**src/rtl/uart_tx_arbiter.sv**
```systemverilog
`default_nettype none
// ============================================================================
// Module   : uart_tx_arbiter
// Brief    : Round-robin arbiter that sequences packets from N_REQ byte-stream
//            requesters into one shared UART transmitter.
// Revision : 1.0 - initial release
// ============================================================================
module uart_tx_arbiter #(
    parameter int N_REQ     = 4,
    parameter int MAX_BURST = 16
) (
    input  logic               system_clock,
    input  logic               rst,
    input  logic [N_REQ-1:0]   req,
    input  logic [8*N_REQ-1:0] req_data,
    input  logic [N_REQ-1:0]   req_last,
    output logic [N_REQ-1:0]   req_ack,
    output logic [N_REQ-1:0]   grant,
    output logic               uart_start,
    output logic [7:0]         uart_data,
    input  logic               uart_busy,
    output logic               pkt_done,
    output logic [15:0]        bytes_sent
);

    localparam int         C_IDX_W     = (N_REQ > 1) ? $clog2(N_REQ) : 1;
    localparam logic [7:0] C_MAX_BURST = 8'(MAX_BURST);

    typedef enum logic [2:0] {
        S_IDLE    = 3'd0,
        S_LOAD    = 3'd1,
        S_WAIT_HI = 3'd2,
        S_WAIT_LO = 3'd3,
        S_RELEASE = 3'd4
    } state_t;

    state_t               r_state;
    state_t               w_state_next;

    logic [N_REQ-1:0]     r_grant;
    logic [C_IDX_W-1:0]   r_g_idx;
    logic [C_IDX_W-1:0]   r_rr_ptr;
    logic [7:0]           r_burst_cnt;
    logic                 r_last_q;
    logic [7:0]           r_uart_data;
    logic                 r_uart_start;
    logic [N_REQ-1:0]     r_req_ack;
    logic [15:0]          r_bytes_sent;
    logic                 r_busy_q;

    logic                 w_busy_rise;
    logic                 w_sel_found;
    logic [C_IDX_W-1:0]   w_sel_idx;
    logic [N_REQ-1:0]     w_sel_onehot;
    logic                 w_lane_req;
    logic                 w_lane_last;
    logic [7:0]           w_lane_data;
    logic                 w_do_grant;
    logic                 w_do_load;
    logic                 w_do_accept;
    logic                 w_do_release;

    function automatic logic [C_IDX_W-1:0] f_wrap(input int v);
        int w_wrapped;
        w_wrapped = (v >= N_REQ) ? (v - N_REQ) : v;
        return C_IDX_W'(w_wrapped);
    endfunction

    // Start is only honoured on a fresh 0->1 of busy, so a UART still busy
    // from an earlier byte cannot be mistaken for acceptance.
    assign w_busy_rise = uart_busy & ~r_busy_q;

    // Descending scan so the candidate closest to rr_ptr wins.
    always_comb begin
        w_sel_found = 1'b0;
        w_sel_idx   = '0;
        for (int k = N_REQ - 1; k >= 0; k--) begin
            if (req[f_wrap(int'(r_rr_ptr) + k)]) begin
                w_sel_found = 1'b1;
                w_sel_idx   = f_wrap(int'(r_rr_ptr) + k);
            end
        end
    end

    assign w_sel_onehot = N_REQ'(1) << w_sel_idx;

    always_comb begin
        w_lane_req  = 1'b0;
        w_lane_last = 1'b0;
        w_lane_data = 8'h00;
        for (int i = 0; i < N_REQ; i++) begin
            if (r_g_idx == C_IDX_W'(i)) begin
                w_lane_req  = req[i];
                w_lane_last = req_last[i];
                w_lane_data = req_data[8*i +: 8];
            end
        end
    end

    always_ff @(posedge system_clock) begin
        if (rst) begin
            r_state <= S_IDLE;
        end else begin
            r_state <= w_state_next;
        end
    end

    always_comb begin
        w_state_next = r_state;
        w_do_grant   = 1'b0;
        w_do_load    = 1'b0;
        w_do_accept  = 1'b0;
        w_do_release = 1'b0;
        case (r_state)
            S_IDLE: begin
                if (w_sel_found) begin
                    w_do_grant   = 1'b1;
                    w_state_next = S_LOAD;
                end
            end
            S_LOAD: begin
                if (!w_lane_req) begin
                    w_state_next = S_RELEASE;
                end else begin
                    w_do_load    = 1'b1;
                    w_state_next = S_WAIT_HI;
                end
            end
            S_WAIT_HI: begin
                if (w_busy_rise) begin
                    w_do_accept  = 1'b1;
                    w_state_next = S_WAIT_LO;
                end
            end
            S_WAIT_LO: begin
                if (!uart_busy) begin
                    if (r_last_q || (r_burst_cnt == C_MAX_BURST)) begin
                        w_state_next = S_RELEASE;
                    end else begin
                        w_state_next = S_LOAD;
                    end
                end
            end
            S_RELEASE: begin
                w_do_release = 1'b1;
                w_state_next = S_IDLE;
            end
            default: begin
                w_state_next = S_IDLE;
            end
        endcase
    end

    always_ff @(posedge system_clock) begin
        if (rst) begin
            r_grant      <= '0;
            r_g_idx      <= '0;
            r_rr_ptr     <= '0;
            r_burst_cnt  <= 8'h00;
            r_last_q     <= 1'b0;
            r_uart_data  <= 8'h00;
            r_uart_start <= 1'b0;
            r_req_ack    <= '0;
            r_bytes_sent <= 16'h0000;
            r_busy_q     <= 1'b0;
        end else begin
            r_busy_q  <= uart_busy;
            r_req_ack <= '0;
            if (w_do_grant) begin
                r_grant     <= w_sel_onehot;
                r_g_idx     <= w_sel_idx;
                r_burst_cnt <= 8'h00;
            end
            if (w_do_load) begin
                r_uart_data  <= w_lane_data;
                r_last_q     <= w_lane_last;
                r_uart_start <= 1'b1;
            end
            if (w_do_accept) begin
                r_uart_start <= 1'b0;
                r_req_ack    <= r_grant;
                r_bytes_sent <= r_bytes_sent + 16'd1;
                r_burst_cnt  <= r_burst_cnt + 8'd1;
            end
            if (w_do_release) begin
                r_rr_ptr <= f_wrap(int'(r_g_idx) + 1);
                r_grant  <= '0;
            end
        end
    end

    assign grant      = r_grant;
    assign req_ack    = r_req_ack;
    assign uart_start = r_uart_start;
    assign uart_data  = r_uart_data;
    assign bytes_sent = r_bytes_sent;
    assign pkt_done   = (r_state == S_RELEASE);

endmodule
`default_nettype wire

```
**config.mk**
```make
export PLATFORM = sky130hd
export DESIGN_NAME = uart_tx_arbiter
export DESIGN_NICKNAME = d
export VERILOG_FILES = /design/src/rtl/uart_tx_arbiter.sv
export SDC_FILE = /design/constraint.sdc
export NUM_CORES = 1
export LEC_CHECK = 0
export BUFFER_PORTS_ARGS = -buffer_cell sky130_fd_sc_hd__buf_4
export CAP_MARGIN = 30
export CORE_AREA = 4 4 74 93
export CTS_CLUSTER_DIAMETER = 50
export CTS_CLUSTER_SIZE = 14
export DETAILED_ROUTE_END_ITERATION = 6
export DIE_AREA = 0 0 78 97
export GPL_ROUTABILITY_DRIVEN = 0
export PLACE_DENSITY = 0.8
export SLEW_MARGIN = 40
export SYNTH_ARGS = -nofsm -noshare
export SYNTH_HDL_FRONTEND = slang
export SYNTH_SLANG_ARGS = --single-unit
```
**constraint.sdc**
```tcl
create_clock -name system_clock -period 2 [get_ports system_clock]
set_input_delay 0.1 -clock system_clock [delete_from_list [all_inputs] [get_ports system_clock]]
set_output_delay 0.1 -clock system_clock [all_outputs]
set_load 0.05 [all_outputs]
```
After elaboration in Yosys (flattened, before gate mapping)
Index checks and enable logic that the tools add are counted.
{"block": "word_totals", "regBits": 50, "wordCells": 102, "input_bits": 43, "output_inout_bits": 34}
{"block": "op_classes", "shift": 1, "addsub": 11, "n_eq_ne": 11, "n_reduce_logical": 8, "bitwise": 3, "muxes": 48, "n_lt_le_gt_ge": 9}
{"op": "8-bit 2-to-1 mux", "count": 6}
{"op": "1-bit 2-to-1 mux", "count": 23}
{"op": "2-bit 2-to-1 mux", "count": 9}
{"op": "16-bit by 1-bit adder with 16-bit output, second input constant", "count": 1}
{"op": "3-bit 2-to-1 mux", "count": 5}
{"op": "3-bit >= comparator, second input constant", "count": 4}
{"op": "2-bit by 3-bit < comparator with 1-bit output, second input constant", "count": 4}
{"op": "3-bit case mux with 4 select lines", "count": 1}
{"op": "2-bit by 1-bit subtractor with 2-bit output, second input constant", "count": 5}
{"op": "8-bit by 1-bit adder with 8-bit output, second input constant", "count": 1}
{"op": "1-bit binary-select mux with 2-bit select", "count": 4}
{"op": "8-bit by 5-bit == test with 1-bit output, second input constant", "count": 1}
{"op": "2-bit by 1-bit adder with 3-bit output, second input constant", "count": 2}
{"op": "2-bit by 2-bit adder with 3-bit output, second input constant", "count": 2}
{"op": "3-bit by 2-bit == test with 1-bit output, second input constant", "count": 2}
{"op": "2-bit != test, second input constant", "count": 3}
{"op": "2-bit OR reduction", "count": 3}
{"op": "2-bit == test, second input constant", "count": 2}
{"op": "1-bit by 2-bit left shift with 4-bit output, first input constant", "count": 1}
{"op": "3-bit by 1-bit == test with 1-bit output, second input constant", "count": 1}
{"op": "3-bit == test, second input constant", "count": 1}
{"op": "2-bit by 3-bit >= comparator with 1-bit output, second input constant", "count": 1}
{"op": "3-bit logical NOT", "count": 1}
{"op": "3-bit AND reduction", "count": 1}
{"op": "6 further kinds", "count": 7}

Longest topological paths before layout
Gate-level depths: netlist of run 1.
{"block": "depth", "depth_word": 13, "depth_mapped": 8, "depth_no_buf": 6}

Worst setup path before layout of run 1
OpenSTA, ideal clock, no wires.
{"block": "synth_timing", "kind": "register -> register", "startpoint": "register r_state[2]", "endpoint": "register r_grant[2] (netlist: grant[2])", "t_required_ns": 1.883, "stages_incl_launch_ff": 6, "setup_time_ns": 0.117, "n_path_buf": 1, "setup_slack_ns": -0.715, "arrival_time_ns": 2.598, "synth_period_minus_slack_ns": 2.715, "cell_sequence": "dfxtp_1 > clkbuf_1 > nor3b_1 > or2_2 > nor3_1 > a22o_1"}
{"block": "synth_via", "elab_chain_cells": 3, "word_cells_on_any_way": 5, "classes_between": "1 x eq/ne; 2 x mux; 2 x reduce/logical"}
{"item": "from (decl)", "line": "37", "text": "state_t r_state;"}
{"item": "from (signal assigned)", "line": "104", "text": "r_state <= w_state_next;"}
{"item": "3-bit == test"}
{"item": "net pkt_done", "line": "22", "text": "output logic pkt_done,"}
{"item": "1-bit 2-to-1 mux", "line": "114", "text": "case (r_state)"}
{"item": "2-bit OR reduction (no source line)"}
{"item": "to (signal assigned)", "line": "170", "text": "r_grant <= w_sel_onehot;"}
{"item": "to (decl)", "line": "40", "text": "logic [N_REQ-1:0] r_grant;"}
The timed path passes the listed nets, and every way through them passes these cells.
A chain may end at the register's enable or synchronous reset.

Worst setup path in the final report of run 1
{"block": "layout_timing", "startpoint": "register r_g_idx[0]", "endpoint": "register r_uart_data[2] (netlist: uart_data[2])"}
{"block": "layout_via", "elab_chain_cells": 7, "word_cells_on_any_way": 14, "classes_between": "3 x eq/ne; 10 x mux; 1 x reduce/logical"}
{"item": "from (decl)", "line": "41", "text": "logic [C_IDX_W-1:0] r_g_idx;"}
{"item": "from (signal assigned)", "line": "171", "text": "r_g_idx <= w_sel_idx;"}
{"item": "2-bit logical NOT", "line": "92", "text": "if (r_g_idx == C_IDX_W'(i)) begin"}
{"item": "1-bit 2-to-1 mux (4 in series)", "line": "92"}
{"item": "1-bit 2-to-1 mux", "line": "122", "text": "if (!w_lane_req) begin"}
{"item": "1-bit 2-to-1 mux", "line": "114"}
{"item": "to (signal assigned)", "line": "175", "text": "r_uart_data <= w_lane_data;"}
{"item": "to (decl)", "line": "45", "text": "logic [7:0] r_uart_data;"}
Parallel ways exist; a longest one is shown, timed or not.

==> flow_metrics.env, run 1 <==
export IMPL_startpoint_type="register"
export IMPL_hold_path_class="input port to register"
export IMPL_dieHeight_um=97
export IMPL_root_buffer="clkbuf_8"
export IMPL_postPlaceCellArea_um2=3383
export IMPL_cts_buffers=5
export IMPL_hold_viol_final=0
export IMPL_rows=32
export IMPL_p_leak_nw=1.382
export IMPL_peakVddDrop_mv=0.3958
export IMPL_rr_startpoint="r_g_idx[0]$_SDFFE_PP0P_"
export IMPL_drt_first_pass_iters=4
export IMPL_r2r_end="uart_data[2]$_SDFFE_PP0P_"
export IMPL_grt_pass1_wl_mm=11.17
export IMPL_io_buffers=76
export IMPL_synth_nets=367
export IMPL_cts_buffer_depth=2
export IMPL_critPathSlowestCell="or4_4"
export IMPL_final_common_cell="buf_4"
export IMPL_drive_gt1_share_pct=30.40
export IMPL_antenna_found_initial=0
export IMPL_routed_wl_mm=6.630
export IMPL_num_antenna_cells=0
export IMPL_routedWlPerCell_um=13.73
export IMPL_most_common_layout_cells="90 x buf_4, 43 x dfxtp_1, 28 x nand2_1, 21 x nor2_1, 20 x a21oi_1"
export IMPL_regArea_um2=1017
export IMPL_area_growth_pct=32.58
export IMPL_synth_seq_cells=50
export IMPL_syn_inst=317
export IMPL_crit_fanout=5
export IMPL_cpPeakStageDelay_ns=0.53
export IMPL_slew_headroom_pct=51.72
export IMPL_seq_area_frac_synth_pct=37.72
export IMPL_synth_edf_count=0
export IMPL_crit_cells=7
export IMPL_fin_crit_ns=1.906
export IMPL_ant_nets=0
export IMPL_critPathTopFamily="simple AND/OR/NAND/NOR gates"
export IMPL_coreArea_um2=6046
export IMPL_clkTransAtPathRegs_ns=0.09
export IMPL_cp_arrival_ns=2.10
export IMPL_status="complete, no violations"
export IMPL_final_util_pct=58.20
export IMPL_avgViaCountPerCell=5.437
export IMPL_cts_tree="done"
export IMPL_finalSetupViolCount=0
export IMPL_power_density_nw_per_um2=746.6
export IMPL_initial_core_util_pct=43.89
export IMPL_worst_pin_slew_ns=0.7059
export IMPL_path_cells="inv_2 > ha_2 > nand2_1 > o211a_1 > or4_4 > buf_4 > mux2i_2"
export IMPL_multi_input_area_um2=1541
export IMPL_drtIter0Drc=130
export IMPL_whs_ns=0.06781
export IMPL_setup_tns_ns=0
export IMPL_slew_viol_final=0
export IMPL_post_cts_buffers=0
export IMPL_reg2reg_depth=7
export IMPL_netlist_area_um2=2654
export IMPL_grtUsageTotal_pct=17.41
export IMPL_reg2reg_slack_ns=0.09
export IMPL_async_flop_share_pct=0
export IMPL_ioPinCount=77
export IMPL_worstHoldStart="uart_busy"
export IMPL_synth_xor_area_share_pct=1.980
export IMPL_synth_compound_area_share_pct=20.27
export IMPL_synthAdderAreaFrac_pct=3.300
export IMPL_fin_worst_skew_ns=0.01250
export IMPL_worstHoldPathCells=2
export IMPL_synth_flop_cell="dfxtp_1"
export IMPL_dieArea_um2=7566
export IMPL_cap_violations=0
export IMPL_grt_max_degree=57
export IMPL_crit_type="register to register"
export IMPL_num_nets_final=447
export IMPL_grt_pass1_vias=2543
export IMPL_n_fill_cell=564
export IMPL_path_buf_inv=2
export IMPL_hold_end="r_busy_q$_SDFF_PP0_"
export IMPL_htreeDepth=2
export IMPL_clk_latency_ns=0.30
export IMPL_num_vias=2626
export IMPL_place_inst=475
export IMPL_max_freq_ghz=0.5246
export IMPL_ys_warn_count=0
export IMPL_die_x_um=78
export IMPL_syn_avg_cell_area_um2=8.372
export IMPL_synth_cell_type_count=52
export IMPL_overflow=0
export IMPL_yosys_area_share_simple_pct=27.16
export IMPL_clock_sinks=50
export IMPL_required_ns=2.19
export IMPL_dp_hpwl_mm=5.018
export IMPL_final_cell_area_um2=3518
export IMPL_synth_area_mux_share_pct=4.196
export IMPL_synth_top_family_by_area="simple AND/OR/NAND/NOR gates"
export IMPL_stdcell_count=483
export IMPL_endpoint_kind="register"
export IMPL_drc_errors=0
export IMPL_post_route_period_util_pct=95.31
==> cells by family (layout without fill, tap and decap cells) <==
| family | count (synthesis) | after routing |
|---|---|---|
| AOI/OAI and AO/OA | 78 | 78 |
| xor gates and xnor gates | 6 | 6 |
| adders and majority gates | 7 | 7 |
| buffers and inverters | 35 | 116 |
| DFF | 50 | 50 |
| muxes | 11 | 11 |
| and+or+nand+nor | 130 | 130 |
==> through the flow <==
step                      power (mW)  worst slack, ns
after floorplan                1.658          0.05702
after global placement         1.914           0.1097
after detailed placement       1.930          0.02089
after CTS                      2.633          0.02131
after global routing           2.760       -0.0006382
final                          2.627          0.09384
==> cell type report <==
type | instances | share of cell area (%)
clock buffer | 6 | 2.063
sequential | 50 | 28.91
timing repair buffer | 90 | 19.20
inverter | 18 | 1.920
clock inverter | 2 | 1.067
tap | 85 | 3.023
multi-input combinational | 232 | 43.81
==> timing repair <==
action,in CTS,in global routing
hold buffers,0,0
pin swaps,0,1
endpoints found under the setup margin,3,14
resized for setup,1,10
==> worst max path at each step <==
stage	from	slack, ns	endpoint
floorplan	bytes_sent[0]$_SDFFE_PP0P_	0.06	bytes_sent[12]$_SDFFE_PP0P_
detailed placement	r_g_idx[0]$_SDFFE_PP0P_	0.02	uart_data[2]$_SDFFE_PP0P_
CTS	r_g_idx[1]$_SDFFE_PP0P_	0.02	uart_data[2]$_SDFFE_PP0P_
finish	r_g_idx[0]$_SDFFE_PP0P_	0.09	uart_data[2]$_SDFFE_PP0P_
global route	r_state[1]$_SDFFE_PP0P_	-0.0006	grant[1]$_SDFFE_PP0P_
global placement	bytes_sent[0]$_SDFFE_PP0P_	0.11	bytes_sent[12]$_SDFFE_PP0P_
==> metal layers <==
| layer | global-route usage [%] | part of all wire [%] | vias to the layer above |
|---|---|---|---|
| met2 | 31.20 | 51 | 86 |
| li1 | - | - | 1318 |
| met4 | 4.980 | 1.4 | 0 |
| met5 | 0 | 0 | - |
| met1 | 19.77 | 41 | 1212 |
| met3 | 5.028 | 7.1 | 10 |
==> sequential cells by signal, summed over array words and instances, names as in the netlist, 2 cells and up <==
| signal | flops |
|---|---|
| r_g_idx | 2 |
| uart_data | 8 |
| req_ack | 4 |
| r_rr_ptr | 2 |
| r_burst_cnt | 8 |
| grant | 4 |
| bytes_sent | 16 |
| r_state | 3 |
==> cell usage after synthesis (all sizes together) (2+ instances only) <==
library cell  instances  area, um^2
a211oi                7       52.55
mux2i                10       100.1
nand3b                9       67.56
ha                    7       87.58
nand2b               12       75.07
nor2                 21       78.83
nand4                 3       18.77
or2                   2       12.51
xnor2                 6       52.55
dfxtp                50        1001
o21ai                15       75.07
nor3                 12       60.06
or4                   5       37.54
and2                  5       31.28
buf                   5       30.02
a22oi                 2       15.01
a2111oi               2       17.52
or3                   6       37.54
nand3                11       55.05
or3b                  2       17.52
nor4                  4       25.02
nor2b                 4       25.02
a311o                10       100.1
o22ai                 8       50.05
clkbuf               12       45.04
a21oi                20       100.1
nand2                28       105.1
nor4bb                2       20.02
inv                  17       63.81
==> report_power, final <==
part,internal [mW],switching (mW),total (mW),leakage [nW]
Clock,0.373,0.326,0.699,0.0514
Combinational,0.345,0.474,0.819,0.922
Sequential,1.06,0.0513,1.11,0.409
Power figures use the tool's default switching activity.
==> run 2, diff against run 1 <==
--- a/config.mk
+++ b/config.mk
@@ -13,7 +13,7 @@
 export DETAILED_ROUTE_END_ITERATION = 6
 export DIE_AREA = 0 0 78 97
 export GPL_ROUTABILITY_DRIVEN = 0
-export PLACE_DENSITY = 0.8
+export PLACE_DENSITY = 0.78
 export SLEW_MARGIN = 40
 export SYNTH_ARGS = -nofsm -noshare
 export SYNTH_HDL_FRONTEND = slang
==> constraint.sdc (replaced) <==
create_clock -name system_clock -period 1.83 [get_ports system_clock]
set_input_delay 0.0915 -clock system_clock [delete_from_list [all_inputs] [get_ports system_clock]]
set_output_delay 0.0915 -clock system_clock [all_outputs]
set_load 0.05 [all_outputs]
==> flow_metrics.env, run 2 (synthesis gave the netlist of run 1 again) <==
export IMPL_rr_startpoint="bytes_sent[1]$_SDFFE_PP0P_"
export IMPL_most_common_layout_cells="106 x buf_4, 43 x dfxtp_1, 28 x nand2_1, 21 x nor2_1, 18 x a21oi_1"
export IMPL_initial_core_util_pct=43.89
export IMPL_p_switching_mw=0.9541
export IMPL_dp_hpwl_mm=5.211
export IMPL_crit_fanout=6
export IMPL_endpoint_kind="register"
export IMPL_finalSetupViolCount=0
export IMPL_num_vias=2741
export IMPL_final_cell_area_um2=3706
export IMPL_num_antenna_cells=0
export IMPL_rows=32
export IMPL_drive_gt1_share_pct=36.14
export IMPL_p_leak_nw=1.470
export IMPL_postPlaceCellArea_um2=3513
export IMPL_ioPinCount=77
export IMPL_reg2reg_slack_ns=0.04
export IMPL_crit_start="bytes_sent[1]$_SDFFE_PP0P_"
export IMPL_hold_path_class="input port to register"
export IMPL_startpoint_type="register"
export IMPL_routed_wl_mm=6.983
export IMPL_hold_end="r_busy_q$_SDFF_PP0_"
export IMPL_grtUsageTotal_pct=17.72
export IMPL_worst_pin_slew_ns=0.3900
export IMPL_critPathSlowestCell="or4_4"
export IMPL_grt_max_degree=41
export IMPL_cp_arrival_ns=2.02
export IMPL_post_route_period_util_pct=97.75
export IMPL_r2r_end="bytes_sent[10]$_SDFFE_PP0P_"
export IMPL_worstHoldStart="uart_busy"
export IMPL_cts_buffer_depth=2
export IMPL_hold_viol_final=0
export IMPL_whs_ns=0.06598
export IMPL_die_x_um=78
export IMPL_slew_viol_final=0
export IMPL_drtIter0Drc=113
export IMPL_worstHoldPathCells=2
export IMPL_routedWlPerCell_um=13.97
export IMPL_overflow=0
export IMPL_cts_tree="done"
export IMPL_reg2reg_depth=6
export IMPL_pwr_share_seq_pct=43.0
export IMPL_p_int_mw=1.840
export IMPL_htreeDepth=2
export IMPL_dieHeight_um=97
export IMPL_final_common_cell="buf_4"
export IMPL_avgViaCountPerCell=5.482
export IMPL_fin_worst_skew_ns=0.01455
export IMPL_clk_latency_ns=0.30
export IMPL_final_util_pct=61.30
export IMPL_ant_nets=0
export IMPL_dieArea_um2=7566
export IMPL_cap_violations=0
export IMPL_crit_type="register to register"
export IMPL_cts_buffers=5
export IMPL_antenna_found_initial=0
export IMPL_largest_register_ffs=16
export IMPL_area_growth_pct=39.65
export IMPL_rsz0062_at_grt="true"
export IMPL_clkTransAtPathRegs_ns=0.10
export IMPL_grt_pass1_wl_mm=11.34
export IMPL_power_density_nw_per_um2=753.8
export IMPL_max_freq_ghz=0.5590
export IMPL_io_buffers=76
export IMPL_cpPeakStageDelay_ns=0.52
export IMPL_fin_crit_ns=1.789
export IMPL_required_ns=2.06
export IMPL_drt_first_pass_iters=4
export IMPL_power_mw=2.794
export IMPL_slew_headroom_pct=73.73
export IMPL_num_nets_final=465
export IMPL_peakVddDrop_mv=0.3826
export IMPL_clkPwrFrac_pct=22.2
export IMPL_n_fill_cell=552
export IMPL_p_sw_share_pct=34.15
export IMPL_root_buffer="clkbuf_8"
export IMPL_p_comb_share_pct=34.8
export IMPL_status="complete, no violations"
export IMPL_grt_pass1_vias=2664
export IMPL_coreArea_um2=6046
export IMPL_path_cells="ha_4 > inv_1 > or4_4 > buf_4 > or3_1 > a21oi_2"
export IMPL_drc_errors=0
export IMPL_clock_sinks=50
[run 2: cell types whose count changed in the layout (fill, tap and decap cells not counted), moves of 2 or more]
cell / previous run / this run
a21oi_1: 20 / 18
a21oi_2: 0 / 2
buf_4: 90 / 106
dfxtp_2: 4 / 2
dfxtp_4: 3 / 5
ha_1: 5 / 3
nor3_1: 12 / 10
nor3_2: 0 / 2
[run 2: routing by layer]
metal	GRT usage, %	wire length, um
met5	0	0
met4	3.634	60
met3	4.469	417
met2	33.97	3717
met1	19.20	2788
[run 2: how the worst max path moves through the flow]
stage / slack, ns / end / cells after the start
2_1_floorplan: -0.05 / bytes_sent[12]$_SDFFE_PP0P_ / 6
3_3_place_gp: -0.02 / uart_start$_SDFFE_PP0P_ / 6
3_5_place_dp: -0.1 / uart_start$_SDFFE_PP0P_ / 6
4_1_cts: -0.02 / uart_start$_SDFFE_PP0P_ / 5
5_1_grt: -0.04 / bytes_sent[10]$_SDFFE_PP0P_ / 6
6_report: 0.04 / bytes_sent[10]$_SDFFE_PP0P_ / 6
[run 2: area by class of cell]
cell class	count	area [um^2]	share of cell area [%]
inverters	18	67.56	1.823
clock buffers	6	72.57	1.958
well taps	85	106.4	2.870
multi-input cells	233	1619	43.69
clock inverters	1	7.507	0.2026
flip-flops and latches	50	1022	27.58
repair buffers	107	810.8	21.88
[run 2: timing repair]
item | CTS | global route
cloned | 1 | 0
setup buffers | 0 | 3
pin swaps | 1 | 8
resized for setup | 6 | 19
hold buffers | 0 | 0
setup endpoints to repair | 16 | 23
[run 2: power by group through the flow]
stage               sequential, mW  clock (mW)  combinational (mW)
finish                        1.20       0.620               0.971
global placement              1.22           0               0.902
floorplan                     1.36           0               0.475
global route                  1.21       0.674                1.05
CTS                           1.20       0.638               0.939
detailed placement            1.22           0               0.915
[run 2: worst max-delay path, delay by kind of cell (launching register included)]
family                     cells  cell delay [ns]
AOI/OAI and AO/OA              1             0.13
adders and majority gates      1             0.12
buffers and inverters          2             0.22
DFF                            1             0.37
and+or+nand+nor                2             0.88
[run 2: stage by stage]
step,worst slack [ns],std cells,setup TNS [ns]
floorplan,-0.04677,317,-0.09177
global placement,-0.02359,489,-0.03783
detailed placement,-0.09893,489,-0.4361
CTS,-0.02045,497,-0.02664
global route,-0.03641,500,-0.04946
finish,0.04119,500,0
==> run 3, diff against run 2 <==
--- a/config.mk
+++ b/config.mk
@@ -5,15 +5,16 @@
 export SDC_FILE = /design/constraint.sdc
 export NUM_CORES = 1
 export LEC_CHECK = 0
+export ABC_AREA = 1
 export BUFFER_PORTS_ARGS = -buffer_cell sky130_fd_sc_hd__buf_4
 export CAP_MARGIN = 30
-export CORE_AREA = 4 4 74 93
+export CORE_AREA = 4 4 76 96
 export CTS_CLUSTER_DIAMETER = 50
 export CTS_CLUSTER_SIZE = 14
 export DETAILED_ROUTE_END_ITERATION = 6
-export DIE_AREA = 0 0 78 97
+export DIE_AREA = 0 0 80 100
 export GPL_ROUTABILITY_DRIVEN = 0
-export PLACE_DENSITY = 0.78
+export PLACE_DENSITY = 0.77
 export SLEW_MARGIN = 40
 export SYNTH_ARGS = -nofsm -noshare
 export SYNTH_HDL_FRONTEND = slang
==> flow_metrics.env, run 3 <==
export IMPL_critPathTopFamily="buffers and inverters"
export IMPL_num_antenna_cells=0
export IMPL_dp_hpwl_mm=5.567
export IMPL_grt_max_degree=19
export IMPL_clk_latency_ns=0.30
export IMPL_hold_viol_final=0
export IMPL_synth_top_cell_by_area="dfxtp_1"
export IMPL_synth_seq_cells=50
export IMPL_power_density_nw_per_um2=1266
export IMPL_reg2reg_slack_ns=0.17
export IMPL_critPathSlowestCell="dfxtp_2"
export IMPL_cts_tree="done"
export IMPL_initial_core_util_pct=43.71
export IMPL_crit_type="register to register"
export IMPL_seq_area_frac_synth_pct=35.56
export IMPL_crit_cells=12
export IMPL_most_common_layout_cells="87 x buf_4, 83 x nand2_1, 47 x nor2_1, 47 x a21oi_1, 47 x dfxtp_1"
export IMPL_p_switching_mw=2.074
export IMPL_syn_inst=408
export IMPL_path_buf_inv=4
export IMPL_synth_edf_count=0
export IMPL_avgViaCountPerCell=5.007
export IMPL_finalSetupViolCount=0
export IMPL_crit_fanout=11
export IMPL_antenna_found_initial=0
export IMPL_grt_pass1_wl_mm=11.90
export IMPL_dieHeight_um=100
export IMPL_cp_arrival_ns=1.90
export IMPL_synth_top_area_share_pct=35.56
export IMPL_clkTransAtPathRegs_ns=0.08
export IMPL_ys_warn_count=0
export IMPL_ioPinCount=77
export IMPL_num_vias=2894
export IMPL_wl_met3_um=505
export IMPL_postPlaceCellArea_um2=3478
export IMPL_coreArea_um2=6441
export IMPL_netlist_area_um2=2815
export IMPL_drtIter0Drc=104
export IMPL_synth_cell_type_count=42
export IMPL_num_nets_final=540
export IMPL_drt_first_pass_iters=4
export IMPL_routedWlPerCell_um=12.37
export IMPL_p_sw_share_pct=45.15
export IMPL_endpoint_kind="register"
export IMPL_final_cell_area_um2=3627
export IMPL_cpPeakStageDelay_ns=0.36
export IMPL_yosysMostFrequentCell="nand2_1"
export IMPL_netlist_top_cells_count="83 x nand2_1, 50 x dfxtp_1, 47 x a21oi_1, 47 x nor2_1, 44 x inv_1"
export IMPL_synth_nets=458
export IMPL_clock_sinks=50
export IMPL_startpoint_type="register"
export IMPL_final_util_pct=56.31
export IMPL_p_comb_share_pct=53.1
export IMPL_peakVddDrop_mv=0.7937
export IMPL_drc_errors=0
export IMPL_cts_buffers=5
export IMPL_rows=33
export IMPL_grtUsageTotal_pct=18.44
export IMPL_largest_register_ffs=16
export IMPL_async_flop_share_pct=0
export IMPL_wl_met1_mm=3.021
export IMPL_p_int_mw=2.519
export IMPL_cap_violations=0
export IMPL_pwr_share_seq_pct=30.4
export IMPL_htreeDepth=2
export IMPL_routed_wl_mm=7.152
export IMPL_synth_flop_cell="dfxtp_1"
export IMPL_hold_path_class="input port to register"
export IMPL_path_cells="inv_1 > ha_1 > inv_4 > nand3_1 > o21ai_2 > nand2_1 > nand2_1 > nand3_4 > clkinv_4 > buf_4 > o21ai_2 > a21oi_2"
export IMPL_n_fill_cell=637
export IMPL_die_x_um=80
export IMPL_syn_avg_cell_area_um2=6.900
export IMPL_status="complete, no violations"
export IMPL_worst_pin_slew_ns=0.5374
export IMPL_worstHoldPathCells=3
export IMPL_area_growth_pct=28.84
export IMPL_final_common_cell="buf_4"
export IMPL_clkPwrFrac_pct=16.5
export IMPL_post_route_period_util_pct=90.69
export IMPL_slew_viol_final=0
export IMPL_met2_length_mm=3.367
export IMPL_required_ns=2.07
export IMPL_slew_headroom_pct=64.14
export IMPL_max_freq_ghz=0.6025
export IMPL_root_buffer="clkbuf_8"
export IMPL_ant_nets=0
export IMPL_io_buffers=76
export IMPL_dieArea_um2=8000
export IMPL_p_leak_nw=1.637
export IMPL_drive_gt1_share_pct=26.48
export IMPL_overflow=0
export IMPL_top_layer_used="met4"
export IMPL_synthTopCellsByArea="dfxtp_1 36%, nand2_1 11%, a21oi_1 8.4%"
export IMPL_fin_worst_skew_ns=0.006756
export IMPL_fin_crit_ns=1.660
export IMPL_stdcell_count=578
export IMPL_reg2reg_depth=12
export IMPL_grt_pass1_vias=2739
export IMPL_cts_buffer_depth=2
export IMPL_place_inst=566
export IMPL_cts_hold_buf=0
## run 3: cell type report
type                            count  area, um^2  area share [%]
Timing Repair Buffer               87       653.1           18.01
Sequential cell                    50        1005           27.70
Clock buffer                        7       76.32           2.104
Tap cell                           87       108.9           3.001
Timing Repair inverter              1       5.005          0.1380
Inverter                           53       206.4           5.692
Multi-Input combinational cell    292        1543           42.53
Clock inverter                      1       30.03          0.8279
## run 3: metrics by stage
step | hold slack (ns) | setup slack (ns) | power (mW) | setup TNS (ns)
2_1_floorplan | 0.2260 | 0.1675 | 3.175 | 0
3_3_place_gp | 0.3294 | 0.1807 | 3.713 | 0
3_5_place_dp | 0.3422 | 0.06145 | 3.761 | 0
4_1_cts | 0.02534 | 0.03143 | 4.520 | 0
5_1_grt | 0.05530 | -0.004551 | 4.944 | -0.004551
6_report | 0.02848 | 0.1704 | 4.593 | 0
## run 3: worst paths after layout
kind,from,to
worst max-delay path,r_g_idx[1]$_SDFFE_PP0P_,uart_data[6]$_SDFFE_PP0P_
worst min-delay path,uart_busy,r_busy_q$_SDFF_PP0_
worst max register to register,r_g_idx[1]$_SDFFE_PP0P_,uart_data[6]$_SDFFE_PP0P_
worst min register to register,grant[2]$_SDFFE_PP0P_,req_ack[2]$_SDFF_PP0_
## run 3: layer usage
| layer | up-vias | global-route usage (%) |
|---|---|---|
| met5 | - | 0 |
| met4 | 0 | 7.542 |
| met3 | 21 | 5.027 |
| met2 | 117 | 30.99 |
| met1 | 1261 | 22.03 |
| li1 | 1495 | - |
## run 3: logic make-up after synthesis
group	count (synthesis)	share of synthesized area, %
simple gates	190	31.73
compound gates	93	19.07
buf+inv	66	9.911
flops	50	35.56
fa+ha+maj	7	3.111
xor+xnor	2	0.6223
## run 3: power by group through the flow
stage / Clock, mW / Combinational, mW / Sequential, mW
after floorplan: 0 / 1.41 / 1.76
after global placement: 0 / 2.31 / 1.41
after detailed placement: 0 / 2.35 / 1.41
after CTS: 0.772 / 2.36 / 1.39
after global routing: 0.820 / 2.71 / 1.42
final: 0.759 / 2.44 / 1.40
## run 3: worst register-to-register path: cells and delay by family (launching register included)
family                     cells  cell delay [ns]
adders and majority gates      1             0.22
and+or+nand+nor                4             0.38
AOI/OAI and AO/OA              3             0.23
buffers and inverters          4             0.41
DFF                            1             0.36
## run 3: timing repair
item                                    4_1_cts  5_1_grt
gates resized for setup                       0        6
endpoints found under the setup margin        0        9
setup buffers                                 0        3
